**config.mk**
```make
export PLATFORM = sky130hd
export DESIGN_NAME = pipe_ctrl
export DESIGN_NICKNAME = d
export VERILOG_FILES = /design/src/rtl/pipe_ctrl_pkg.sv /design/src/rtl/pipe_hazard_detect.sv /design/src/rtl/pipe_ctrl.sv
export SDC_FILE = /design/constraint.sdc
export NUM_CORES = 1
export LEC_CHECK = 0
export CELL_PAD_IN_SITES_DETAIL_PLACEMENT = 1
export CELL_PAD_IN_SITES_GLOBAL_PLACEMENT = 1
export CORE_AREA = 8 8 85 87
export CTS_CLUSTER_DIAMETER = 200
export DETAILED_ROUTE_END_ITERATION = 6
export DIE_AREA = 0 0 93 95
export GPL_ROUTABILITY_DRIVEN = 0
export PLACE_DENSITY_LB_ADDON = 0.1
export SKIP_CTS_REPAIR_TIMING = 1
export SYNTH_ARGS = -nofsm -noshare
export SYNTH_HDL_FRONTEND = slang
export SYNTH_SLANG_ARGS = --single-unit
```
**constraint.sdc**
```tcl
create_clock -name clock -period 2.17 [get_ports clock]
set_input_delay 0.434 -clock clock [delete_from_list [all_inputs] [get_ports clock]]
set_output_delay 0.434 -clock clock [all_outputs]
set_load 0.02 [all_outputs]
```
**src/rtl/pipe_ctrl_pkg.sv**
```systemverilog
// -----------------------------------------------------------------------------
// pipe_ctrl_pkg
// Shared definitions for the 3-stage (IF/ID/EX) CPU pipeline controller:
//   - run/halt sequencer state encoding
//   - instruction field positions (opcode, rs, rt, rd)
//   - main_control (id_ctrl) bit indices
//   - default HALT opcode
// No ports (package).
// -----------------------------------------------------------------------------
package pipe_ctrl_pkg;

  // Encoding is visible on the 'state' debug port, so values are fixed.
  typedef enum logic [1:0] {
    ST_HALTED = 2'd0,
    ST_RUN    = 2'd1,
    ST_STEP   = 2'd2,
    ST_DRAIN  = 2'd3
  } state_t;

  // Instruction field positions
  localparam int OPC_MSB = 15;
  localparam int OPC_LSB = 12;
  localparam int RS_MSB  = 11;
  localparam int RS_LSB  = 10;
  localparam int RT_MSB  = 9;
  localparam int RT_LSB  = 8;
  localparam int RD_MSB  = 7;
  localparam int RD_LSB  = 6;

  // id_ctrl = {RegDst, ALUSrc, RegWrite, ALUctl[2:0]}
  localparam int CTRL_REGDST   = 5;
  localparam int CTRL_ALUSRC   = 4;
  localparam int CTRL_REGWRITE = 3;

  localparam logic [3:0] DEFAULT_HALT_OPCODE = 4'hF;

  function automatic logic [3:0] instr_opcode(input logic [15:0] instr);
    return instr[OPC_MSB:OPC_LSB];
  endfunction

  function automatic logic [1:0] instr_rs(input logic [15:0] instr);
    return instr[RS_MSB:RS_LSB];
  endfunction

  function automatic logic [1:0] instr_rt(input logic [15:0] instr);
    return instr[RT_MSB:RT_LSB];
  endfunction

  function automatic logic [1:0] instr_rd(input logic [15:0] instr);
    return instr[RD_MSB:RD_LSB];
  endfunction

endpackage

```
**src/rtl/pipe_hazard_detect.sv**
```systemverilog
// -----------------------------------------------------------------------------
// pipe_hazard_detect
// Combinational RAW-hazard detector between the instruction in IF/ID (being
// decoded) and the instruction in ID/EX (about to write back).
// Ports:
//   ifid_valid     in   IF/ID holds a real instruction
//   ifid_instr     in   IF/ID instruction word
//   id_ctrl        in   main_control output for the ID instruction
//   idex_valid     in   ID/EX holds a real instruction
//   idex_regwrite  in   RegWrite of the ID/EX instruction
//   idex_wreg      in   destination register of the ID/EX instruction
//   stall          out  hold IF/ID and bubble ID/EX this cycle
// -----------------------------------------------------------------------------
module pipe_hazard_detect
  import pipe_ctrl_pkg::*;
(
  input  logic        ifid_valid,
  input  logic [15:0] ifid_instr,
  input  logic [5:0]  id_ctrl,
  input  logic        idex_valid,
  input  logic        idex_regwrite,
  input  logic [1:0]  idex_wreg,
  output logic        stall
);

  logic uses_rt;
  logic rs_match;
  logic rt_match;
  logic raw_hit;

  // With ALUSrc set the second operand is the immediate, so rt is not read.
  assign uses_rt  = ~id_ctrl[CTRL_ALUSRC];
  assign rs_match = (idex_wreg == instr_rs(ifid_instr));
  assign rt_match = uses_rt & (idex_wreg == instr_rt(ifid_instr));
  assign raw_hit  = idex_valid & idex_regwrite & (rs_match | rt_match);
  assign stall    = ifid_valid & raw_hit;

  // Fields not needed for hazard detection (kept on the port for reuse when
  // forwarding is added).
  logic unused_ok;
  assign unused_ok = ^{ifid_instr[OPC_MSB:OPC_LSB], ifid_instr[7:0],
                       id_ctrl[CTRL_REGDST], id_ctrl[CTRL_REGWRITE],
                       id_ctrl[2:0]};

endmodule

```
**src/rtl/pipe_ctrl.sv**
```systemverilog
// -----------------------------------------------------------------------------
// pipe_ctrl
// Run/halt sequencer and RAW-hazard stall controller for the 3-stage
// (IF/ID/EX) 16-bit CPU. All state changes on the falling clock edge to match
// the CPU pipeline registers.
// Ports:
//   clock          in   system clock (state updates on negedge)
//   reset_n        in   asynchronous active-low reset
//   start          in   pulse: HALTED -> RUN
//   stop           in   pulse: RUN -> DRAIN
//   step           in   pulse: HALTED -> STEP (execute one instruction)
//   ifid_instr     in   IF/ID instruction register
//   id_ctrl        in   main_control output for the ID instruction
//   idex_regwrite  in   RegWrite currently in ID/EX
//   idex_wreg      in   destination register of the EX instruction
//   fetch_en       out  load PC and IF/ID this cycle
//   idex_bubble    out  load zero control into ID/EX this cycle
//   halted         out  sequencer is HALTED
//   state          out  sequencer state (HALTED=0 RUN=1 STEP=2 DRAIN=3)
//   retired_cnt    out  instructions completed in EX (wrapping)
//   stall_cnt      out  hazard-stall cycles (wrapping)
// -----------------------------------------------------------------------------
module pipe_ctrl
  import pipe_ctrl_pkg::*;
#(
  parameter logic [3:0] HALT_OPCODE   = DEFAULT_HALT_OPCODE,
  parameter int         CNT_W         = 16,
  parameter bit         START_RUNNING = 1'b0
) (
  input  logic             clock,
  input  logic             reset_n,
  input  logic             start,
  input  logic             stop,
  input  logic             step,
  input  logic [15:0]      ifid_instr,
  input  logic [5:0]       id_ctrl,
  input  logic             idex_regwrite,
  input  logic [1:0]       idex_wreg,
  output logic             fetch_en,
  output logic             idex_bubble,
  output logic             halted,
  output logic [1:0]       state,
  output logic [CNT_W-1:0] retired_cnt,
  output logic [CNT_W-1:0] stall_cnt
);

  localparam state_t RST_STATE = START_RUNNING ? ST_RUN : ST_HALTED;

  state_t           state_q, state_d;
  logic             ifid_valid_q, ifid_valid_d;
  logic             idex_valid_q, idex_valid_d;
  logic [CNT_W-1:0] retired_cnt_q, retired_cnt_d;
  logic [CNT_W-1:0] stall_cnt_q, stall_cnt_d;

  logic stall;
  logic is_halt;

  pipe_hazard_detect u_hazard (
    .ifid_valid    (ifid_valid_q),
    .ifid_instr    (ifid_instr),
    .id_ctrl       (id_ctrl),
    .idex_valid    (idex_valid_q),
    .idex_regwrite (idex_regwrite),
    .idex_wreg     (idex_wreg),
    .stall         (stall)
  );

  // A HALT in IF/ID is never passed to EX and blocks the fetch behind it.
  assign is_halt = ifid_valid_q & (instr_opcode(ifid_instr) == HALT_OPCODE);

  // ---------------------------------------------------------------------------
  // FSM process 1: state register
  // ---------------------------------------------------------------------------
  always_ff @(negedge clock or negedge reset_n) begin
    // NOTE: sequential state uses non-blocking (<=) so every flop samples the
    // pre-edge values; blocking here would create order-dependent races.
    if (!reset_n) begin
      state_q <= RST_STATE;
    end else begin
      state_q <= state_d;
    end
  end

  // ---------------------------------------------------------------------------
  // FSM process 2: next-state logic
  // ---------------------------------------------------------------------------
  always_comb begin
    // NOTE: default assignment first so every path drives state_d; a missing
    // branch would otherwise infer a latch.
    state_d = state_q;
    unique case (state_q)
      ST_HALTED: begin
        // start wins when start and step arrive together
        if (start)     state_d = ST_RUN;
        else if (step) state_d = ST_STEP;
      end
      ST_RUN: begin
        if (stop || is_halt) state_d = ST_DRAIN;
      end
      ST_STEP: begin
        // Entered with an empty pipe, so the single fetch happens on the
        // first STEP cycle.
        if (fetch_en) state_d = ST_DRAIN;
      end
      ST_DRAIN: begin
        // Leave only once nothing is left in flight at the start of the cycle.
        if (!ifid_valid_q && !idex_valid_q) state_d = ST_HALTED;
      end
      default: state_d = RST_STATE;
    endcase
  end

  // ---------------------------------------------------------------------------
  // FSM process 3: outputs
  // ---------------------------------------------------------------------------
  always_comb begin
    fetch_en    = 1'b0;
    idex_bubble = 1'b1;
    halted      = 1'b0;
    fetch_en    = ((state_q == ST_RUN) || (state_q == ST_STEP)) && !stall && !is_halt;
    idex_bubble = !ifid_valid_q || stall || is_halt;
    halted      = (state_q == ST_HALTED);
  end

  assign state       = state_q;
  assign retired_cnt = retired_cnt_q;
  assign stall_cnt   = stall_cnt_q;

  // ---------------------------------------------------------------------------
  // In-flight validity and debug counters
  // ---------------------------------------------------------------------------
  always_comb begin
    // IF/ID is refilled on fetch, held on a stall, emptied otherwise
    // (DRAIN/STEP advance or a discarded HALT).
    ifid_valid_d  = fetch_en | (stall & ifid_valid_q);
    idex_valid_d  = ~idex_bubble;
    retired_cnt_d = retired_cnt_q + {{(CNT_W-1){1'b0}}, idex_valid_q};
    stall_cnt_d   = stall_cnt_q + {{(CNT_W-1){1'b0}}, stall};
  end

  always_ff @(negedge clock or negedge reset_n) begin
    if (!reset_n) begin
      ifid_valid_q  <= 1'b0;
      idex_valid_q  <= 1'b0;
      retired_cnt_q <= '0;
      stall_cnt_q   <= '0;
    end else begin
      ifid_valid_q  <= ifid_valid_d;
      idex_valid_q  <= idex_valid_d;
      retired_cnt_q <= retired_cnt_d;
      stall_cnt_q   <= stall_cnt_d;
    end
  end

endmodule

```
==> results.md <==
- Outcome: finished, violations left
- Violated checks: setup timing
- First drt pass iteration count: 4
- Clock power share: 0.160
- Setup Skew: 0.00506 ns
- Top Metal Used: met4
- Nets@finish: 313
- Slack of the critical path: -0.890 ns
- Reg clk slew, reported paths: 0.05 ns
- Setup violators final: 56
- Relative slew slack: 0.819
- Sw Ratio: 0.351
- Largest area contributor in the netlist: dfrtn_1
- Max-cap viol count: 0
- GRT Util Overall: 0.114
- Cell Area, Synth: 0.00164 mm2
- Final instance area: 0.00314 mm2
- Area post-placement: 0.00272 mm2
- Met2 routed WL: 2830 um
- Mean post-synth cell area: 11.2 um2
- First-pass GRT wire length: 8070 um
- Largest net degree at the start of global routing: 37
- Critical Path End Type: flop
- Clk root buf: clkbuf_8
- Worst Path Required: 1.22 ns
- Post-Synthesis Cells: 146
- Reg2Reg Launch Point: idex_valid_q
- Place WS: -1.66 ns
- # fillers: 633
- Routed vias: 1530
- RSZ-0062 raised after global routing: yes
- Largest cells by area after synthesis: dfrtn_1 55%, xnor2_1 9.6%, xor2_1 7.5%
- Overall power: 3.07 mW
- Worst ir drop on vdd: 678 uV
- Commonest non-fill, non-tap cell in the layout: buf_4
- PortBufs: 53
- Pint: 1.99 mW
- Final Hold Viols: 0
- Hold Worst Slack: 0.529 ns
- Die X-Extent: 93 um
- Top cell type's share of synthesized area: 0.549
- Placed cells: 324
- Syn-to-layout area delta: 91.5%
- Most frequent cells in the layout: 67 x buf_4, 41 x buf_6, 36 x dfrtn_1
- Distinct cells, synth: 23
- Initial Util: 0.282
- Power share of the combinational group: 0.541
- Final Instance Count excl. Fillers: 351
- Grt total ovfl: 0
- Critical-path cell list: buf_6 > xor2_2 > nor4_4 > o21a_2 > ha_4 > nand4_1 > nor2_2 > and4_4 > nand4_1 > xnor2_1
- Synth Warn #: 0
- Rows: 28
- Sequential area share after synthesis: 0.549
- Hold_sp: ifid_valid_q
- Core ar.: 0.00582 mm2
- Syn Nets: 184
- CTS tree: built
- CTS buffer count: 5
- Vias in the first global route: 1698
- Clk sinks: 36
- Met1 wire length: 1990 um
- Max Slew Vio Count: 0
- Max incr delay on CP: 0.27 ns
- Lkg Pwr: 1.61 nW
- Fraction of layout cells with a size suffix above 1: 0.543
- Drt wl/cell: 14.5 um
- Initial antenna violation count: 0
- DRT iter0 DRCs: 29
- Later-pin clock latency in the skew report: 0.29 ns
- CP startpoint: ifid_instr[9]
- Ant diodes: 0
- Post-DP HPWL: 3740 um
- Die H: 95 um
- CTS Buffer Depth: 2
- Htree depth: 2
- Pwr dens: 978 mW/mm2
- Psw: 1.08 mW
- CP Launch Type: input port
- Critical Path AT: 2.11 ns
- Worst hold path class: reg -> reg
- CP max FO: 3
- Die area: 0.00884 mm2
- Vias per std cell: 4.36
- Seq cells post-synth: 36
- Worst slew pin tran: 0.269 ns
- Critical path's slowest cell: nor4_4
- WL met3: 237 um
- Drt drc: 0
- Antenna Violating Nets Remaining: 0
- # IOs: 67
- Most used cell, CP: nand4_1
- CP Class: in -> reg
- Drt total wl: 5100 um
- Sequential share of power: 0.299
## Yosys cell counts (all sizes together)
cell and n:
or2 1, and3 2, xnor2 18, nor4 1, nor2b 1, nand4 7, a21o 1, nand3 10
nor2 12, dfrtn 36, mux2 2, or2b 1, inv 5, nand2 16, o21a 1, and4 2
nand2b 1, ha 8, a221o 1, nor3 2, o21ai 4, xor2 14
## power by group through the flow
stage	Combinational, mW	Clock (mW)	Sequential, mW
final	1.66	0.492	0.918
after global routing	1.81	0.534	0.934
after CTS	1.45	0.508	0.899
after detailed placement	1.43	0	0.910
after global placement	1.38	0	0.906
after floorplan	0.444	0	1.10
## worst paths after layout
path | slack, ns | to | depth (start not counted)
min reg2reg | 0.53 | ifid_valid_q | 2
max reg2reg | 0.14 | stall_cnt[15] | 9
min | 0.53 | ifid_valid_q | 2
max in group asynchronous | 0.87 | stall_cnt[0] | 2
max | -0.89 | stall_cnt[15] | 10
min in group asynchronous | 1.06 | retired_cnt[10] | 2
## area by class of cell
cell class / instances / area (um2) / area share
sequential: 36 / 901 / 0.287
inverter: 5 / 18.8 / 0.00598
clock buffer: 8 / 90.1 / 0.0287
tap: 75 / 93.8 / 0.0299
multi-input combinational: 105 / 917 / 0.292
timing repair buffer: 122 / 1120 / 0.357
## cell families (layout without fill, tap and decap cells)
logic type	after synthesis	count (layout)	share of synthesized area
xor gates and xnor gates	32	32	0.171
and+or+nand+nor	56	56	0.166
adders and majority gates	8	8	0.0610
DFF	36	36	0.549
AOI/OAI and AO/OA	7	7	0.0275
buffers and inverters	5	135	0.0114
muxes	2	2	0.0137
## state kept, by name, summed over array words and instances, names as in the netlist
signal        flops
ifid_valid_q      1
state             2
idex_valid_q      1
retired_cnt      16
stall_cnt        16
## routing by layer
metal | up-vias | track usage
met5 | - | 0
met4 | 0 | 0.0322
met3 | 4 | 0.0437
met2 | 29 | 0.206
met1 | 756 | 0.121
li1 | 741 | -
## per-stage QoR
stage / TNS (ns) / util
finish: -20.40 / 0.540
global route: -22.95 / 0.540
CTS: -47.49 / 0.482
detailed placement: -41.82 / 0.467
global placement: -40.67 / 0.467
floorplan: -15.31 / -
## critical path: cells and delay by family
kind / cells / cell delay, ns
AO/OA/AOI/OAI: 1 / 0.22
buffers and inverters: 1 / 0.10
adder cells (fa/ha/maj): 1 / 0.17
AND/OR/NAND/NOR: 5 / 0.87
XOR/XNOR: 2 / 0.31
Power figures use the tool's default switching activity.
